File: src/rtl/btn_event_gen_pkg.sv
// Shared types for the button event generator: FSM state encoding and the one-hot event record.
// Also holds the default timing parameters used by the top level.
package btn_event_gen_pkg;

  typedef enum logic [1:0] {
    ST_IDLE  = 2'd0,
    ST_SHORT = 2'd1,
    ST_LONG  = 2'd2
  } state_t;

  // At most one field is set in any cycle.
  typedef struct packed {
    logic press;
    logic rel;
    logic lng;
    logic rep;
  } evt_t;

  localparam int DEF_CNT_W         = 24;
  localparam int DEF_LONG_CYCLES   = 10_000_000;
  localparam int DEF_REPEAT_CYCLES = 2_500_000;
  localparam int DEF_COUNT_W       = 8;

endpackage

File: src/rtl/btn_event_gen_if.sv
// Button level in, single-cycle events and press counter out.
// master = event generator side, slave = consumer (control/display FSMs).
interface btn_event_gen_if #(
  parameter int COUNT_W = 8
);
  logic               currentState;
  logic               pressPulse;
  logic               releasePulse;
  logic               longPulse;
  logic               repeatPulse;
  logic               held;
  logic [COUNT_W-1:0] pressCount;

  modport master (
    input  currentState,
    output pressPulse, releasePulse, longPulse, repeatPulse, held, pressCount
  );

  modport slave (
    output currentState,
    input  pressPulse, releasePulse, longPulse, repeatPulse, held, pressCount
  );
endinterface

File: src/rtl/btn_event_gen_hold_timer.sv
// Free-running hold timer with synchronous clear (priority) and enable.
// Count is registered; one cycle from clr/en to the new value.
module btn_event_gen_hold_timer #(
  parameter int CNT_W = 24
) (
  input  logic             clockSource,
  input  logic             resetN,
  input  logic             clr_i,
  input  logic             en_i,
  output logic [CNT_W-1:0] count_o
);

  logic [CNT_W-1:0] count_q, count_d;

  always_comb begin
    count_d = count_q;
    if (clr_i) begin
      count_d = '0;
    end else if (en_i) begin
      count_d = count_q + CNT_W'(1);
    end
  end

  always_ff @(posedge clockSource or negedge resetN) begin
    if (!resetN) begin
      count_q <= '0;
    end else begin
      count_q <= count_d;
    end
  end

  assign count_o = count_q;

endmodule

File: src/rtl/btn_event_gen.sv
// Turns the debounced button level into press/release/long/repeat pulses plus a wrapping press count.
// Pulses appear one cycle after the sampling edge; no backpressure, every event is a 1-cycle pulse.
module btn_event_gen
  import btn_event_gen_pkg::*;
#(
  parameter int CNT_W         = DEF_CNT_W,
  parameter int LONG_CYCLES   = DEF_LONG_CYCLES,
  parameter int REPEAT_CYCLES = DEF_REPEAT_CYCLES,
  parameter int COUNT_W       = DEF_COUNT_W
) (
  input  logic           clockSource,
  input  logic           resetN,
  btn_event_gen_if.master bus
);

  localparam longint CNT_MAX = (longint'(1) << CNT_W) - 1;
  localparam logic [CNT_W-1:0] LONG_LAST = CNT_W'(LONG_CYCLES - 1);
  localparam logic [CNT_W-1:0] REP_LAST  = CNT_W'(REPEAT_CYCLES - 1);

  if (LONG_CYCLES < 2 || longint'(LONG_CYCLES) > CNT_MAX ||
      REPEAT_CYCLES < 2 || longint'(REPEAT_CYCLES) > CNT_MAX) begin : g_bad_params
    $error("btn_event_gen: LONG_CYCLES/REPEAT_CYCLES outside 2..2^CNT_W-1");
  end

  state_t             state_q, state_d;
  evt_t               evt_q, evt_d;
  logic               lvl_q;
  logic [COUNT_W-1:0] cnt_q, cnt_d;
  logic [CNT_W-1:0]   timer;
  logic               tmr_clr, tmr_en;
  logic               rise, fall, long_hit, rep_hit;

  assign rise     = bus.currentState & ~lvl_q;
  assign fall     = ~bus.currentState & lvl_q;
  assign long_hit = (timer == LONG_LAST);
  assign rep_hit  = (timer == REP_LAST);

  btn_event_gen_hold_timer #(.CNT_W(CNT_W)) u_timer (
    .clockSource (clockSource),
    .resetN      (resetN),
    .clr_i       (tmr_clr),
    .en_i        (tmr_en),
    .count_o     (timer)
  );

  always_ff @(posedge clockSource or negedge resetN) begin
    if (!resetN) begin
      state_q <= ST_IDLE;
      lvl_q   <= 1'b0;
      evt_q   <= '0;
      cnt_q   <= '0;
    end else begin
      state_q <= state_d;
      lvl_q   <= bus.currentState;
      evt_q   <= evt_d;
      cnt_q   <= cnt_d;
    end
  end

  // Release is checked before the terminal count so a fall always wins.
  always_comb begin
    state_d = state_q;
    case (state_q)
      ST_IDLE:  if (rise) state_d = ST_SHORT;
      ST_SHORT: begin
        if (fall)          state_d = ST_IDLE;
        else if (long_hit) state_d = ST_LONG;
      end
      ST_LONG:  if (fall) state_d = ST_IDLE;
      default:  state_d = ST_IDLE;
    endcase
  end

  always_comb begin
    evt_d   = '0;
    tmr_clr = 1'b0;
    tmr_en  = 1'b0;
    cnt_d   = cnt_q;
    case (state_q)
      ST_IDLE: begin
        if (rise) begin
          evt_d.press = 1'b1;
          tmr_clr     = 1'b1;
          cnt_d       = cnt_q + COUNT_W'(1);
        end
      end
      ST_SHORT, ST_LONG: begin
        tmr_en = 1'b1;
        if (fall) begin
          evt_d.rel = 1'b1;
          tmr_clr   = 1'b1;
        end else if (state_q == ST_SHORT && long_hit) begin
          evt_d.lng = 1'b1;
          tmr_clr   = 1'b1;
        end else if (state_q == ST_LONG && rep_hit) begin
          evt_d.rep = 1'b1;
          tmr_clr   = 1'b1;
        end
      end
      default: tmr_clr = 1'b1;
    endcase
  end

  assign bus.pressPulse   = evt_q.press;
  assign bus.releasePulse = evt_q.rel;
  assign bus.longPulse    = evt_q.lng;
  assign bus.repeatPulse  = evt_q.rep;
  assign bus.held         = (state_q != ST_IDLE);
  assign bus.pressCount   = cnt_q;

endmodule
File: src/flat_wrapper.sv
// flat-port wrapper written by rule: the top's interface ports become plain ports
module btn_event_gen_flat import btn_event_gen_pkg::*;
#(
  parameter int CNT_W         = DEF_CNT_W,
  parameter int LONG_CYCLES   = DEF_LONG_CYCLES,
  parameter int REPEAT_CYCLES = DEF_REPEAT_CYCLES,
  parameter int COUNT_W       = DEF_COUNT_W
)
  (clockSource, resetN, bus_currentState, bus_pressPulse, bus_releasePulse, bus_longPulse, bus_repeatPulse, bus_held, bus_pressCount);
  btn_event_gen_if #(.COUNT_W(COUNT_W)) bus_i ();
  input  logic clockSource;
  input  logic resetN;
  input wire logic [$bits(bus_i.currentState)-1:0] bus_currentState;
  output wire logic [$bits(bus_i.pressPulse)-1:0] bus_pressPulse;
  output wire logic [$bits(bus_i.releasePulse)-1:0] bus_releasePulse;
  output wire logic [$bits(bus_i.longPulse)-1:0] bus_longPulse;
  output wire logic [$bits(bus_i.repeatPulse)-1:0] bus_repeatPulse;
  output wire logic [$bits(bus_i.held)-1:0] bus_held;
  output wire logic [$bits(bus_i.pressCount)-1:0] bus_pressCount;
  assign bus_i.currentState = bus_currentState;
  assign bus_pressPulse = bus_i.pressPulse;
  assign bus_releasePulse = bus_i.releasePulse;
  assign bus_longPulse = bus_i.longPulse;
  assign bus_repeatPulse = bus_i.repeatPulse;
  assign bus_held = bus_i.held;
  assign bus_pressCount = bus_i.pressCount;
  btn_event_gen #(.CNT_W(CNT_W), .LONG_CYCLES(LONG_CYCLES), .REPEAT_CYCLES(REPEAT_CYCLES), .COUNT_W(COUNT_W)) u_core (.clockSource(clockSource), .resetN(resetN), .bus(bus_i));
endmodule
File: config.mk
export PLATFORM = sky130hd
export DESIGN_NAME = btn_event_gen_flat
export DESIGN_NICKNAME = d
export VERILOG_FILES = /design/src/rtl/btn_event_gen_pkg.sv /design/src/rtl/btn_event_gen_if.sv /design/src/rtl/btn_event_gen_hold_timer.sv /design/src/rtl/btn_event_gen.sv /design/src/flat_wrapper.sv
export SDC_FILE = /design/constraint.sdc
export NUM_CORES = 1
export LEC_CHECK = 0
export ABC_AREA = 0
export CORE_MARGIN = 2
export CORE_UTILIZATION = 58
export DETAILED_ROUTE_END_ITERATION = 8
export PLACE_DENSITY = 0.77
export REMOVE_ABC_BUFFERS = 1
export SYNTH_ARGS = -nofsm -noshare
export SYNTH_HDL_FRONTEND = slang
export SYNTH_SLANG_ARGS = --single-unit
export TNS_END_PERCENT = 20
File: constraint.sdc
create_clock -name clockSource -period 2.6 [get_ports clockSource]
set_input_delay 0.78 -clock clockSource [delete_from_list [all_inputs] [get_ports clockSource]]
set_output_delay 0.78 -clock clockSource [all_outputs]
set_load 0.1 [all_outputs]
==> run metrics <==
fin crit period about 2.3 ns; EDFF count, synth 0; Worst Reg2Reg Path Length in Cells 7; core box area 0.003606 sq mm; vias in the first global route 1725; setup TNS 0 ns; arrival time of the worst setup path 2.45 ns; Ys Warns 0; H-tree Lvls 2; CP max FO 5; Max-cap violations 0; Design Area, Final between 0.002 and 0.0025 sq mm; # port buffers 15; mean area per synthesized cell roughly 10 sq um; HPWL reported at the end of detailed placement 3242 microns; Worst Hold Depth 1; Via density 5.915; die width 64.60 microns; Synth area leader dfrtp_1; Required @ worst endpoint between 2 and 3 ns; hold_sp u_core.bus.pressCount[7]$_DFFE_PN0P_; Worst setup EP type flop; initial antenna violation count 0; Final Hold Fails 0; GRT Util Overall 0.2452; Clock Tree Buf Depth 2; DRT iter0 DRCs ~140; top cell type's share of synthesized area 0.4583; Final Core Density 0.6690; Post-DRT Antenna Nets 0; Relative slew margins 0.4166; Clock Skew 0.006303 ns; post-synth cell types 47; hold buffers post-CTS 0; leading cell type in the layout, fill and taps excluded dfrtp_1; CTS Root Cell clkbuf_8; Max VDD drop 0.3745 mV; placed cell area about 0.0023 sq mm; n_diodes 0; synthesis-stage register bit count 39; R2R Setup Slk roughly 0.38 ns; Slew Viols, Final 0; # rows 22; worst min path class flop to flop; Synth area leaders dfrtp_1 (46%), xor2_1 (6.6%), nor2_1 (4.8%); first-pass detailed-route iteration total 4; post-CTS setup repair buffer count 0; WL/cell about 16 microns; global-route wire length before repair a little under 8000 microns; Synth async-reset ratio 1.000; crit start category input port; Starting Density 0.5906; largest net degree at the start of global routing 40; register area 975.9 sq um; CTS tree built; Multi-input gate area 0.001106 sq mm; status finished clean; Synth Cell Area about 0.0021 sq mm; Die Y 64.60 microns; Worst Tran Pin Value 0.8751 ns; Final period util 0.8686; Hold EP u_core.bus.pressCount[7]$_DFFE_PN0P_; RSZ-0062 raised after global routing false; commonest non-fill, non-tap cells in the layout dfrtp_1 (39), nor2_1 (27), nand2_1 (22), xor2_1 (16), buf_4 (15); DP Worst Slack 0.01674 ns; r2r startpoint u_core.state_q[1]$_DFFE_PN0P_; Clock Sinks 39; area grow syn2layout 13.28%; CTS resizes 0; WS Path Type input port to flop; via count between 1500 and 2000; clk_lat worst skew 0.30 ns; Lkg Pwr 1.087 nW; final setup vio count 0; Final GP Congestion ~0.9; gr ovfl total 0; Main synth FF type dfrtp_1; CTS buffer count 5; I/O pin count 16; CTS clk-pin slew, worst paths about 0.080 ns; Routed WL 4480 microns; Final WS setup 0.3417 ns; Nets approximately 240; post-synthesis sequential area ratio 0.4583; die area about 0.0042 sq mm; P per Cell Area 863.7 mW/mm^2; Post-route DRC 0; share of cells above drive strength 1 0.1617; cells after synthesis around 210; max frequency 442.8 MHz; fill cell count 280; R2R Path End u_core.u_timer.count_o[15]$_DFFE_PN0P_
## critical path: stages
cell and delay [ns]:
clkdlybuf4s50_1 0.46, and3b_1 0.24, nor3b_1 0.25, o21a_1 0.25, nand2_1 0.14, o41ai_1 0.33
## metrics by stage
stage	cells	hold WS (ns)	total power (W)
2_1_floorplan	208	0.4844	0.001434
3_3_place_gp	275	0.4830	0.001661
3_5_place_dp	275	0.4855	0.001690
4_1_cts	283	0.4996	0.002087
5_1_grt	283	0.5336	0.002181
6_report	283	0.4883	0.002084
## layer usage
metal / vias up / share of wire / GRT usage
met1: 823 / 0.43 / 0.2994
met2: 50 / 0.51 / 0.4180
met3: 12 / 0.042 / 0.04688
met5: - / 0 / 0
li1: 789 / - / -
met4: 0 / 0.021 / 0.1170
## layout make-up
| cell class | count | share of cell area |
|---|---|---|
| Clock buffer | 5 | 0.02853 |
| Timing Repair Buffer | 19 | 0.06950 |
| Tap cell | 48 | 0.02490 |
| Clock inverter | 3 | 0.006224 |
| Inverter | 5 | 0.007780 |
| Sequential cell | 39 | 0.4046 |
| Multi-Input combinational cell | 164 | 0.4585 |
## registers in the layout (all words and copies together) (netlist names)
| signal | cells |
|---|---|
| u_core.bus.repeatPulse | 1 |
| u_core.lvl_q | 1 |
| u_core.u_timer.count_o | 24 |
| u_core.state_q | 2 |
| u_core.bus.pressCount | 8 |
| u_core.bus.longPulse | 1 |
| u_core.bus.pressPulse | 1 |
| u_core.bus.releasePulse | 1 |
## Yosys cell counts (3+ instances only)
cell type	n
nor3b_1	3
o21ai_0	4
inv_1	5
nand4_1	9
nor3_1	4
a21oi_1	4
dfrtp_1	39
nor4b_1	4
xnor2_1	9
nand3_1	13
ha_1	6
and2_1	4
nand2_1	22
and3_1	3
nor2_1	27
xor2_1	16
## logic make-up after synthesis
logic type,after synthesis,synth area share
AND/OR/NAND/NOR,112,0.3085
flip-flops,39,0.4583
XOR/XNOR,25,0.1028
AO/OA/AOI/OAI,19,0.06288
buffers and inverters,10,0.02233
adder cells (fa/ha/maj),6,0.03525
multiplexers,2,0.009988
## worst max-delay path by stage
stage / slack, ns / cells after the start / to / from
2_1_floorplan: 0.53 / 3 / bus_held / u_core.state_q[1]$_DFFE_PN0P_
4_1_cts: 0.34 / 6 / u_core.u_timer.count_o[8]$_DFFE_PN0P_ / bus_currentState
6_report: 0.34 / 6 / u_core.u_timer.count_o[8]$_DFFE_PN0P_ / bus_currentState
5_1_grt: 0.15 / 6 / u_core.u_timer.count_o[8]$_DFFE_PN0P_ / bus_currentState
3_3_place_gp: 0.17 / 6 / u_core.u_timer.count_o[8]$_DFFE_PN0P_ / bus_currentState
3_5_place_dp: 0.02 / 6 / u_core.u_timer.count_o[8]$_DFFE_PN0P_ / bus_currentState
## where the power goes
group	switching, W	internal, W
registers	0.000122	0.000696
logic	0.000608	0.000255
clock network	0.000218	0.000184
total	0.000948	0.00114
Power figures use the tool's default switching activity.
